### config.mk
export PLATFORM = sky130hd
export DESIGN_NAME = pe_stream_ctrl
export DESIGN_NICKNAME = d
export VERILOG_FILES = /design/src/rtl/pe_pkg.sv /design/src/rtl/pe_q_serializer.sv /design/src/rtl/pe_stream_ctrl.sv
export SDC_FILE = /design/constraint.sdc
export NUM_CORES = 1
export LEC_CHECK = 0
export CAP_MARGIN = 20
export CORE_AREA = 2 2 363 365
export CTS_BUF_LIST = sky130_fd_sc_hd__clkbuf_16
export CTS_CLUSTER_DIAMETER = 100
export DETAILED_ROUTE_END_ITERATION = 12
export DIE_AREA = 0 0 365 367
export PLACE_DENSITY = 0.47
export SYNTH_ARGS = -nofsm -noshare
export SYNTH_HDL_FRONTEND = slang
export SYNTH_SLANG_ARGS = --single-unit
### constraint.sdc
create_clock -name clk -period 2.7 [get_ports clk]
set_clock_uncertainty 0.15 [all_clocks]
set_input_delay 0.405 -clock clk [delete_from_list [all_inputs] [get_ports clk]]
set_output_delay 0.405 -clock clk [all_outputs]
set_load 0.02 [all_outputs]
### src/rtl/pe_pkg.sv
// Shared definitions for the PE stream controller: default geometry,
// PE mode encodings, the controller state type and a mode helper.
package pe_pkg;

  localparam int PE_WORD_LEN = 16;
  localparam int PE_NEU_IN   = 8;
  localparam int PE_NEU_OUT  = 4;
  localparam int PE_LAT_DEF  = 2;

  localparam logic [1:0] MODE_WUPD = 2'b00;
  localparam logic [1:0] MODE_MVM  = 2'b01;

  typedef enum logic [2:0] {
    IDLE,
    LOAD_W,
    LOAD_D,
    FIRE,
    WAIT,
    DRAIN
  } pe_state_e;

  // The PE only understands weight-update and MVM; any other request is run as MVM.
  function automatic logic [1:0] mode_sanitize(input logic [1:0] raw);
    return (raw == MODE_WUPD) ? MODE_WUPD : MODE_MVM;
  endfunction

endpackage

### src/rtl/pe_q_serializer.sv
// Captures the PE result bus in one shot and streams it out word by word
// on a valid/ready interface, flagging the final word with m_last.
module pe_q_serializer
  import pe_pkg::*;
#(
  parameter int WORD_LEN = PE_WORD_LEN,
  parameter int NQ       = (PE_NEU_IN * PE_NEU_OUT) / 2,
  parameter int IDX_W    = 4
) (
  input  logic                   clk,
  input  logic                   rst_n,
  input  logic                   capture,
  input  logic [WORD_LEN*NQ-1:0] q_bus,
  input  logic [IDX_W-1:0]       last_idx,
  input  logic                   m_ready,
  output logic                   m_valid,
  output logic [WORD_LEN-1:0]    m_data,
  output logic                   m_last,
  output logic                   done
);

  logic [WORD_LEN-1:0] q_mem [NQ];
  logic [IDX_W-1:0]    rd_idx;
  logic [IDX_W-1:0]    last_q;
  logic                at_last;
  logic                m_fire;

  assign at_last = (rd_idx == last_q);
  assign m_fire  = m_valid & m_ready;
  assign done    = m_fire & at_last;

  // Snapshot the result bus on capture, then walk the read index one step per accepted word.
  always_ff @(posedge clk or negedge rst_n) begin
    if (!rst_n) begin
      m_valid <= 1'b0;
      rd_idx  <= '0;
      last_q  <= '0;
      for (int k = 0; k < NQ; k++) begin
        q_mem[k] <= '0;
      end
    end else if (capture) begin
      for (int k = 0; k < NQ; k++) begin
        q_mem[k] <= q_bus[k*WORD_LEN +: WORD_LEN];
      end
      rd_idx  <= '0;
      last_q  <= last_idx;
      m_valid <= 1'b1;
    end else if (m_fire) begin
      if (at_last) begin
        m_valid <= 1'b0;
      end else begin
        rd_idx <= rd_idx + 1'b1;
      end
    end
  end

  // Present the current word only while valid so the bus reads zero when idle.
  always_comb begin
    m_data = '0;
    m_last = 1'b0;
    if (m_valid) begin
      m_data = q_mem[rd_idx];
      m_last = at_last;
    end
  end

endmodule

### src/rtl/pe_stream_ctrl.sv
// Stream front end for one PE: assembles a frame of weights and neurons
// from a word stream, fires the PE once, waits out its latency and hands
// the result to the serializer for draining.
module pe_stream_ctrl
  import pe_pkg::*;
#(
  parameter int WORD_LEN = PE_WORD_LEN,
  parameter int NEU_IN   = PE_NEU_IN,
  parameter int NEU_OUT  = PE_NEU_OUT,
  parameter int PE_LAT   = PE_LAT_DEF
) (
  input  logic                                  clk,
  input  logic                                  rst_n,
  input  logic                                  s_valid,
  output logic                                  s_ready,
  input  logic [WORD_LEN-1:0]                   s_data,
  input  logic [1:0]                            s_mode,
  output logic                                  pe_ce,
  output logic [1:0]                            pe_mode,
  output logic [WORD_LEN*NEU_IN*NEU_OUT-1:0]    pe_W,
  output logic [WORD_LEN*NEU_IN-1:0]            pe_D,
  input  logic [WORD_LEN*NEU_IN*NEU_OUT/2-1:0]  pe_Q,
  output logic                                  m_valid,
  input  logic                                  m_ready,
  output logic [WORD_LEN-1:0]                   m_data,
  output logic                                  m_last
);

  localparam int NW     = NEU_IN * NEU_OUT;
  localparam int NQ     = NW / 2;
  localparam int WCNT_W = (NW > 1) ? $clog2(NW) : 1;
  localparam int DCNT_W = (NEU_IN > 1) ? $clog2(NEU_IN) : 1;
  localparam int WT_W   = (PE_LAT > 1) ? $clog2(PE_LAT) : 1;
  localparam int IDX_W  = (NQ > 1) ? $clog2(NQ) : 1;

  localparam logic [WCNT_W-1:0] W_LAST  = WCNT_W'(NW - 1);
  localparam logic [DCNT_W-1:0] D_LAST  = DCNT_W'(NEU_IN - 1);
  localparam logic [WT_W-1:0]   WT_LOAD = WT_W'(PE_LAT - 1);

  pe_state_e state;
  pe_state_e state_next;

  logic [WORD_LEN-1:0] w_mem [NW];
  logic [WORD_LEN-1:0] d_mem [NEU_IN];
  logic [WCNT_W-1:0]   w_cnt;
  logic [DCNT_W-1:0]   d_cnt;
  logic [WT_W-1:0]     wait_cnt;
  logic                s_ready_q;
  logic                s_fire;
  logic                capture;
  logic                drain_done;
  logic [IDX_W-1:0]    last_idx;

  assign s_ready = s_ready_q;
  assign s_fire  = s_valid & s_ready_q;

  // MVM produces one word per output neuron; weight update returns half the synapse array.
  assign last_idx = (pe_mode == MODE_MVM) ? IDX_W'(NEU_OUT - 1) : IDX_W'(NQ - 1);

  for (genvar k = 0; k < NW; k++) begin : g_pack_w
    assign pe_W[k*WORD_LEN +: WORD_LEN] = w_mem[k];
  end

  for (genvar j = 0; j < NEU_IN; j++) begin : g_pack_d
    assign pe_D[j*WORD_LEN +: WORD_LEN] = d_mem[j];
  end

  // State register; reset drops any partial frame straight back to IDLE.
  always_ff @(posedge clk or negedge rst_n) begin
    if (!rst_n) begin
      state <= IDLE;
    end else begin
      state <= state_next;
    end
  end

  // Next-state decode plus the single-cycle PE enable and the capture strobe.
  always_comb begin
    state_next = state;
    pe_ce      = 1'b0;
    capture    = 1'b0;
    case (state)
      IDLE: begin
        if (s_fire) begin
          state_next = LOAD_W;
        end
      end
      LOAD_W: begin
        if (s_fire && (w_cnt == W_LAST)) begin
          state_next = LOAD_D;
        end
      end
      LOAD_D: begin
        if (s_fire && (d_cnt == D_LAST)) begin
          state_next = FIRE;
        end
      end
      FIRE: begin
        pe_ce      = 1'b1;
        state_next = WAIT;
      end
      WAIT: begin
        if (wait_cnt == '0) begin
          capture    = 1'b1;
          state_next = DRAIN;
        end
      end
      DRAIN: begin
        if (drain_done) begin
          state_next = IDLE;
        end
      end
      default: begin
        state_next = IDLE;
      end
    endcase
  end

  // Ready is registered from the upcoming state so it stays low through reset and rises one edge later.
  always_ff @(posedge clk or negedge rst_n) begin
    if (!rst_n) begin
      s_ready_q <= 1'b0;
    end else begin
      s_ready_q <= (state_next == IDLE) || (state_next == LOAD_W) || (state_next == LOAD_D);
    end
  end

  // Word loaders: only accepted words move the counters or touch the PE operand buses.
  always_ff @(posedge clk or negedge rst_n) begin
    if (!rst_n) begin
      w_cnt   <= '0;
      d_cnt   <= '0;
      pe_mode <= MODE_WUPD;
      for (int k = 0; k < NW; k++) begin
        w_mem[k] <= '0;
      end
      for (int j = 0; j < NEU_IN; j++) begin
        d_mem[j] <= '0;
      end
    end else if (s_fire) begin
      case (state)
        IDLE: begin
          w_mem[0] <= s_data;
          w_cnt    <= WCNT_W'(1);
          pe_mode  <= mode_sanitize(s_mode);
        end
        LOAD_W: begin
          w_mem[w_cnt] <= s_data;
          if (w_cnt == W_LAST) begin
            w_cnt <= '0;
            d_cnt <= '0;
          end else begin
            w_cnt <= w_cnt + 1'b1;
          end
        end
        LOAD_D: begin
          d_mem[d_cnt] <= s_data;
          if (d_cnt == D_LAST) begin
            d_cnt <= '0;
          end else begin
            d_cnt <= d_cnt + 1'b1;
          end
        end
        default: begin
        end
      endcase
    end
  end

  // Latency down-counter: armed in FIRE, reaches zero in the last WAIT cycle.
  always_ff @(posedge clk or negedge rst_n) begin
    if (!rst_n) begin
      wait_cnt <= '0;
    end else if (state == FIRE) begin
      wait_cnt <= WT_LOAD;
    end else if ((state == WAIT) && (wait_cnt != '0)) begin
      wait_cnt <= wait_cnt - 1'b1;
    end
  end

  pe_q_serializer #(
    .WORD_LEN (WORD_LEN),
    .NQ       (NQ),
    .IDX_W    (IDX_W)
  ) u_serializer (
    .clk      (clk),
    .rst_n    (rst_n),
    .capture  (capture),
    .q_bus    (pe_Q),
    .last_idx (last_idx),
    .m_ready  (m_ready),
    .m_valid  (m_valid),
    .m_data   (m_data),
    .m_last   (m_last),
    .done     (drain_done)
  );

endmodule

==> results of run 1 <==
logic make-up (layout without fill, tap and decap cells):
logic type	after synthesis	count (layout)
other cells	1	5
mux	756	756
fa+ha+maj	8	8
simple gates	911	911
flops	917	917
buf+inv	221	1339
compound gates	114	114
layer usage:
metal,track usage [%],vias to the layer above
li1,-,11969
met1,27.57,13801
met2,38.17,809
met3,6.626,251
met4,9.093,12
met5,0,-
layout make-up:
class                      count  share of cell area (%)
sequential                   917                   42.42
multi-input combinational   1790                   24.86
timing repair buffer        1138                   22.28
clock buffer                 108                   4.995
tap                         1755                   4.059
clock inverter                88                   1.334
inverter                       5                 0.03469
antenna                        4                 0.01850
cell usage in the layout (no fill, tap or decap), types with 14 or more instances in the layout:
cell type and n:
buf_2 16, mux2_2 621, nand3_1 14, nand2_1 790, buf_4 100, clkbuf_16 108, dfrtp_1 916, buf_12 90
a22oi_2 14, clkinv_1 27, mux2_4 20, a22oi_1 33, inv_1 33, clkdlybuf4s50_1 903, buf_6 20, mux2i_1 98
nand2_2 37
registers in the layout, indices dropped and copies added, names as in the netlist:
signal                cells
d_cnt                     3
u_serializer.rd_idx       4
pe_mode                   1
pe_W                    512
state                     3
u_serializer.q_mem      256
w_cnt                     5
s_ready                   1
u_serializer.last_q       2
pe_D                    128
u_serializer.m_valid      1
wait_cnt                  1
synthesized netlist by cell type, drive strengths merged (5+ instances only):
| cell | n |
|---|---|
| a21oi | 12 |
| a22oi | 47 |
| and2 | 5 |
| and3 | 7 |
| buf | 77 |
| clkbuf | 139 |
| dfrtp | 917 |
| ha | 8 |
| inv | 5 |
| mux2 | 641 |
| mux2i | 102 |
| mux4 | 13 |
| nand2 | 831 |
| nand3 | 17 |
| nor2 | 13 |
| nor2b | 5 |
| nor3 | 5 |
| o211ai | 8 |
| o21ai | 28 |
| or3 | 6 |
worst reg2reg max path, cell delays in order, from the launching register on:
cell and delay, ns:
dfrtp_1 0.45, buf_4 0.19, nand2b_1 0.19, or3_4 0.20, buf_12 0.72, o21ai_0 0.41
repair_timing:
item                                    4_1_cts  5_1_grt
endpoints found under the setup margin       18       18
buffers inserted                             12        3
hold buffers                                  2        0
cloned                                        3        0
resized for setup                           148       28
pin swaps                                    25       17
hold endpoints to repair                    652        0
power by group:
| part | total [mW] | switching [mW] | internal, mW | leakage (nW) |
|---|---|---|---|---|
| Clock | 14.4 | 6.04 | 8.36 | 1.78 |
| Sequential | 13.7 | 0 | 13.7 | 11.5 |
| Combinational | 1.13 | 0.677 | 0.451 | 11.9 |
| Total | 29.3 | 6.72 | 22.6 | 25.1 |
worst min-delay path by stage:
| stage | slack, ns | cells past startpoint | end |
|---|---|---|---|
| floorplan | -0.04 | 0 | d_cnt[0] |
| global placement | 0.21 | 1 | u_serializer.q_mem[13] |
| detailed placement | 0.20 | 1 | u_serializer.q_mem[13] |
| CTS | 0.002 | 2 | u_serializer.q_mem[12] |
| global route | 0.02 | 2 | u_serializer.q_mem[29] |
| finish | 0.06 | 2 | u_serializer.q_mem[12] |
==> flow_summary.toml, run 1 <==
[logic_synthesis]
synth_area_leader_cell = "dfrtp_1"
synth_area_leaders = "dfrtp_1 (62%), mux2_2 (19%), nand2_1 (8.1%), mux2i_1 (2.8%), clkbuf_1 (1.4%)"
synth.distinct_cells = 53
syn_avg_cell_area_um2 = 12.67
synth_top_family_by_area = "multiplexers"
synth-seq-cells = 917
synthAdderAreaFrac_pct = 0.2698
yosys.area.top_type_share_pct = 61.85
synth_area_mm2 = 0.03710
async_flop_share_pct = 100.0
synthSimpleGateAreaFrac_pct = 9.929
synth_mux_area_share_pct = 23.20
synth_edf_count = 0
synth_nets = 3214
synthXorXnorAreaFrac_pct = 0
synth_warnings = 0
synth_compound_area_share_pct = 2.111
ys.flop_type = "dfrtp_1"
syn-instance-count = 2928
seq_area_frac_synth_pct = 61.85

[global_route]
antenna_found_initial = 13
grt_use_total_pct = 22.86
grt_overflow = 0
grt_pass1_wl_mm = 217.9
grt_max_degree = 258
grt_pass1_vias = 27491

[floorplan]
core_mm2 = 0.1305
num_io_pins = 940
start_util_pct = 28.44
fp-row-count = 133
die_area_mm2 = 0.1340
fp.dieH_um = 367
chipWidth_um = 365

[clock_tree]
cts_made_buffers = 106
htreeDepth = 3
path_clk_slew_ns = 0.06
cts_tree = "built"
clk_latency_ns = 0.71
clockBufferDepth = 3
root_buffer = "clkbuf_16"
cts_sinks = 917

[routing]
drt-met1-wl_mm = 62.52
wl_met3_mm = 10.83
ant_nets = 0
highest_layer = "met5"
drt_iter0_drc = 1775
wl_per_cell_um = 26.75
dr_wl_met2_mm = 75.07
viasPerCell = 4.624
vias = 26842
finalWirelength_mm = 155.3
drc = 0
drt_pre_antenna_iters = 7

[sta]
setup_ws_ns = -0.5247
max_slew_margin_pct = 17.51
min_period_ns = 3.225
worst-slew-pin-transition_ns = 1.237
clock.fmax_mhz = 310.1
hold_slack_ns = 0.05762
maxSlewViolCount = 0
rsz0062_at_grt = "yes"
final-hold-violation-count = 0
tns_ns = -7.140
finalCritPeriodShare_pct = 119.4
final-setup-viol-count = 17

[power]
p_leak_nw = 25.10
power_density_mw_per_mm2 = 541.0
peakVddDrop_uv = 449.9
power_mw = 29.27

[critical_path]
path_max_fanout = 8
cpPeakStageDelay_ns = 0.58
r2r_slack_ns = 0.24
worstSetupPathType = "flip-flop to output port"
timing.rr.start = "state[2]"
cp.depth = 8
path_cells = "bufbuf_16 > mux2i_1 > a221oi_1 > buf_4 > o21ai_0 > buf_4 > nand2_2 > buf_4"
cp-end-kind = "output port"
cp_data_required_time_ns = 2.14
r2r-end = "u_serializer.last_q[2]"
cpMostUsedCell = "buf_4"
r2r_cells = 5
path_delay_family = "buffers and inverters"
slowest_stage = "dfrtp_4"
endpoint = "m_data[10]"
path_buf_inv = 4
cp.arrival_ns = 2.67
cp-start-kind = "flip-flop"
setup.worst_path.start = "u_serializer.rd_idx[0]"

[placement]
io_buffer_count = 938
placedCellCount = 5593
gp_congestion = 0.8600
dp_slack_ns = -0.6164
placed_area_mm2 = 0.05018
dp_hpwl_mm = 112.7

[final_layout]
n_fill_cell = 12469
syn_to_final_growth_pct = 45.82
layout.cells.non_filler = 5805
final_area_mm2 = 0.05410
multi_input_area_mm2 = 0.01345
seqCellArea_mm2 = 0.02295
fin_util_pct = 41.47
final_nets = 4244
layout-drive-gt1-share_pct = 27.56

[worst_hold_path]
hold_class = "primary input to async pin"

[status]
violations = "negative setup slack"
status = "finished with violations"

[job]
cap_viol_max_count = 0
(Power assumes the default switching activity.)
==> run 2: changes to the inputs <==
- CORE_AREA: 2 2 363 365 -> 2 2 370 372
- DIE_AREA: 0 0 365 367 -> 0 0 372 374
- PLACE_DENSITY: 0.47 -> 0.46
==> flow_summary.toml, run 2 (synthesis gave the netlist of run 1 again) <==
[global_route]
grt_pass1_wl_mm = 226.3
grt_pass1_vias = 27752
grt_use_total_pct = 22.97
grt_overflow = 0
grt_max_degree = 181
antenna_found_initial = 15

[placement]
dp_hpwl_mm = 118.9
dp_slack_ns = -0.5791
gp_congestion = 0.8427
io_buffer_count = 938

[critical_path]
path_buf_inv = 6
cp-start-kind = "flip-flop"
worstSetupPathType = "flip-flop to output port"
r2r-end = "pe_D[87]"
r2r_cells = 5
path_cells = "buf_12 > buf_12 > buf_8 > buf_4 > buf_6 > mux2i_1 > a22oi_1 > o211ai_1 > o21ai_4 > buf_6"
cp_data_required_time_ns = 2.14
timing.rr.start = "state[2]"
slowest_stage = "dfrtp_4"
path_max_fanout = 7
r2r_slack_ns = 0.31
cpPeakStageDelay_ns = 0.52
cp.arrival_ns = 2.60
cp-end-kind = "output port"
path_delay_family = "buffers and inverters"

[clock_tree]
cts_sinks = 917
cts_made_buffers = 105
clockBufferDepth = 3
htreeDepth = 3
cts_tree = "built"
path_clk_slew_ns = 0.06
root_buffer = "clkbuf_16"
clk_latency_ns = 0.71

[sta]
final-setup-viol-count = 17
finalCritPeriodShare_pct = 116.9
tns_ns = -6.256
setup_ws_ns = -0.4573
final-hold-violation-count = 0
worst-slew-pin-transition_ns = 0.8785
min_period_ns = 3.157
rsz0062_at_grt = "yes"
clock.fmax_mhz = 316.7
maxSlewViolCount = 0
max_slew_margin_pct = 41.44

[final_layout]
largest_reg_flops = 512
layout-drive-gt1-share_pct = 28.29
syn_to_final_growth_pct = 46.55
final_nets = 4263
final_cell_mix = "dfrtp_1 (915), clkdlybuf4s50_1 (903), nand2_1 (787)"
mostFrequentLayoutCell = "dfrtp_1"

[routing]
drt_iter0_drc = 1563
wl_per_cell_um = 27.83
viasPerCell = 4.682
drc = 0
drt_pre_antenna_iters = 5
vias = 27400
ant_nets = 0
finalWirelength_mm = 162.9

[job]
cap_viol_max_count = 0

[worst_hold_path]
hold_class = "primary input to flip-flop"
min_path_cells = 3
min_to = "u_serializer.q_mem[189]"
hold_start = "pe_Q[77]"

[status]
violations = "negative setup slack"
status = "finished with violations"

[power]
peakVddDrop_uv = 515.2
p_leak_nw = 25.19
power_density_mw_per_mm2 = 539.3

[floorplan]
die_area_mm2 = 0.1391
start_util_pct = 27.49
chipWidth_um = 372
num_io_pins = 940
core_mm2 = 0.1350
fp-row-count = 135
fp.dieH_um = 374
[run 2: power by group]
group	switching (mW)	internal [mW]
clock	6.07	8.34
sequential	0	13.7
combinational	0.707	0.462
[run 2: how the worst max path moves through the flow]
stage                                 from          to  cells past startpoint
finish              u_serializer.rd_idx[0]   m_data[5]                     10
global route        u_serializer.rd_idx[0]   m_data[4]                      9
CTS                 u_serializer.rd_idx[0]   m_data[4]                      6
detailed placement  u_serializer.rd_idx[0]   m_data[6]                      8
global placement    u_serializer.rd_idx[0]   m_data[6]                      8
floorplan           u_serializer.rd_idx[0]  m_data[11]                      7
[run 2: final cells by class]
type,count,area (um^2)
repair buffers,1158,12230
multi-input cells,1790,13520
fillers,13001,80590
diodes,10,25.02
well taps,1781,2228
clock inverters,85,748.2
clock buffers,106,2653
flip-flops and latches,917,22950
inverters,5,18.77
[run 2: routing by layer]
| metal | routed length (um) | global-route usage, % | vias to the layer above |
|---|---|---|---|
| li1 | - | - | 12026 |
| met3 | 11310 | 6.510 | 232 |
| met5 | 61 | 0 | - |
| met1 | 65990 | 28.02 | 14280 |
| met2 | 78850 | 38.26 | 850 |
| met4 | 6669 | 8.620 | 12 |
[run 2: stage by stage]
stage | power, mW | instances | util [%] | hold slack (ns) | instance area, um^2
finish | 29.32 | 5852 | 40.29 | 0.06342 | 54370
global route | 30.35 | 5847 | 40.28 | 0.02246 | 54360
CTS | 29.76 | 5824 | 39.99 | 0.0001887 | 53970
detailed placement | 15.20 | 5619 | 37.13 | 0.2193 | 50110
global placement | 15.20 | 5619 | 37.13 | 0.2220 | 50110
floorplan | 14.11 | 2928 | - | -0.04059 | 37100
[run 2: tightest hold or removal path: cells and delay by family]
family,cells,cell delay [ns]
and+or+nand+nor,2,0.10
buffers and inverters,1,0.39
[run 2: repair_timing]
| action | CTS | global route |
|---|---|---|
| gates cloned | 3 | 3 |
| setup buffers | 14 | 22 |
| resized for setup | 173 | 49 |
| setup endpoints to repair | 18 | 18 |
| pin swaps | 36 | 37 |
| endpoints found under the hold margin | 354 | 0 |
| hold buffers | 2 | 0 |
==> run 3: changes to the inputs <==
- ABC_CLOCK_PERIOD_IN_PS: default -> 2700
- CORE_AREA: 2 2 370 372 -> 2 2 367 369
- DIE_AREA: 0 0 372 374 -> 0 0 369 371
==> flow_summary.toml, run 3 (synthesis gave the netlist of run 1 again) <==
[clock_tree]
clockBufferDepth = 3
cts_tree = "built"
path_clk_slew_ns = 0.06
cts_sinks = 917
root_buffer = "clkbuf_16"
htreeDepth = 3
cts_made_buffers = 106
clk_latency_ns = 0.73

[final_layout]
syn_to_final_growth_pct = 45.33
multi_input_area_mm2 = 0.01342
largest_reg_flops = 512
layout-drive-gt1-share_pct = 27.27
final_cell_mix = "dfrtp_1 (914), clkdlybuf4s50_1 (903), nand2_1 (789)"
n_fill_cell = 12743
mostFrequentLayoutCell = "dfrtp_1"
final_nets = 4258
seqCellArea_mm2 = 0.02295

[routing]
viasPerCell = 4.646
wl_per_cell_um = 27.32
drt_iter0_drc = 1533
ant_nets = 0
vias = 27066
drc = 0
drt_pre_antenna_iters = 5
finalWirelength_mm = 159.2

[critical_path]
cpMostUsedCell = "buf_4"
r2r_cells = 6
r2r_slack_ns = 0.33
path_max_fanout = 13
slowest_stage = "dfrtp_4"
timing.rr.start = "s_ready"
path_cells = "buf_4 > buf_12 > buf_6 > mux2i_1 > a22oi_1 > nand2_1 > o21ai_1 > buf_4"
cp-end-kind = "output port"
cpPeakStageDelay_ns = 0.49
r2r-end = "pe_D[86]"
cp.arrival_ns = 2.64
cp_data_required_time_ns = 2.14
cp-start-kind = "flip-flop"
worstSetupPathType = "flip-flop to output port"

[sta]
hold_slack_ns = 0.07042
rsz0062_at_grt = "yes"
finalCritPeriodShare_pct = 118.3
max_slew_margin_pct = 50.00
tns_ns = -7.020
worst-slew-pin-transition_ns = 0.7501
min_period_ns = 3.195
maxSlewViolCount = 0
final-hold-violation-count = 0
setup_ws_ns = -0.4949
final-setup-viol-count = 17
clock.fmax_mhz = 313.0

[status]
status = "finished with violations"
violations = "negative setup slack"

[floorplan]
start_util_pct = 27.94
core_mm2 = 0.1328
chipWidth_um = 369
num_io_pins = 940
fp-row-count = 134
fp.dieH_um = 371
die_area_mm2 = 0.1369

[worst_hold_path]
min_path_cells = 3
min_to = "u_serializer.q_mem[250]"
hold_class = "primary input to flip-flop"
hold_start = "pe_Q[10]"

[power]
p_leak_nw = 25.04
p_sw_share_pct = 23.71
p_comb_share_pct = 4.1
p_clk_share_pct = 47.6
p_switching_mw = 6.740
power_density_mw_per_mm2 = 527.2
power_mw = 28.43
peakVddDrop_uv = 440.3
intPower_mw = 21.69
p_seq_share_pct = 48.4

[global_route]
grt_use_total_pct = 22.79
grt_max_degree = 95
grt_pass1_vias = 27477
grt_pass1_wl_mm = 222.2
antenna_found_initial = 7
grt_overflow = 0

[placement]
io_buffer_count = 938
gp_congestion = 0.8689
dp_hpwl_mm = 118.1

[job]
cap_viol_max_count = 0
==> run 3: cell count changes in the layout (fill, tap and decap cells not counted), sizes merged <==
| cell | change |
|---|---|
| buf | -19 |
| clkinv | +3 |
| bufinv | -9 |
| clkbuf | -1 |
| diode | -4 |
| dlygate4sd3 | +13 |
| inv | +3 |
| clkdlybuf4s15 | +1 |
==> run 3: layer usage <==
layer / GRT usage [%] / wire [um] / vias up / part of all wire, %
met5: 0 / 0 / - / 0
li1: - / - / 11999 / -
met2: 38.72 / 78610 / 840 / 49
met3: 5.833 / 10100 / 190 / 6.3
met1: 28.29 / 65430 / 14037 / 41
met4: 7.127 / 5042 / 0 / 3.2
==> run 3: how the worst max path moves through the flow <==
stage                 end  slack (ns)  cells past startpoint                    from
3_3_place_gp    m_data[5]       -0.51                      8  u_serializer.rd_idx[2]
6_report       m_data[13]       -0.49                      8  u_serializer.rd_idx[0]
2_1_floorplan  m_data[11]        0.26                      7  u_serializer.rd_idx[0]
3_5_place_dp   m_data[12]       -0.51                      8  u_serializer.rd_idx[0]
4_1_cts        m_data[13]       -0.61                      8  u_serializer.rd_idx[0]
5_1_grt        m_data[13]       -0.60                      8  u_serializer.rd_idx[0]
==> run 3: what timing repair did <==
action | in CTS | in global routing
hold buffers | 15 | 0
gates cloned | 1 | 3
setup buffers | 8 | 12
gates resized for setup | 154 | 34
hold endpoints to repair | 743 | 0
pin swaps | 19 | 32
setup endpoints to repair | 18 | 17
==> run 3: critical path: cells and delay by family (launching register included) <==
kind / cells / cell delay [ns]
AO/OA/AOI/OAI: 2 / 0.50
multiplexers: 1 / 0.13
flip-flops: 1 / 0.49
buffers and inverters: 4 / 0.67
AND/OR/NAND/NOR: 1 / 0.13
==> run 3: layout make-up <==
type	count	share of cell area (%)
multi-input combinational	1790	24.89
sequential	917	42.57
clock buffer	106	4.920
clock inverter	82	1.002
tap	1768	4.103
antenna	6	0.02785
inverter	5	0.03481
timing repair buffer	1152	22.45
==> run 3: power groups by stage <==
stage	Combinational [mW]	Sequential (mW)	Clock, mW
CTS	1.20	13.7	13.9
global route	1.25	13.7	14.5
detailed placement	1.18	14.0	0
global placement	1.18	14.0	0
finish	1.15	13.7	13.5
floorplan	0.113	14.0	0
==> run 3: per-stage QoR <==
step	setup WS, ns	instances	util, %	area, um^2
6_report	-0.4949	5826	40.60	53920
5_1_grt	-0.6034	5822	40.60	53910
4_1_cts	-0.6122	5810	40.42	53670
3_5_place_dp	-0.5087	5601	37.68	50030
3_3_place_gp	-0.5051	5601	37.68	50030
2_1_floorplan	0.2581	2928	-	37100
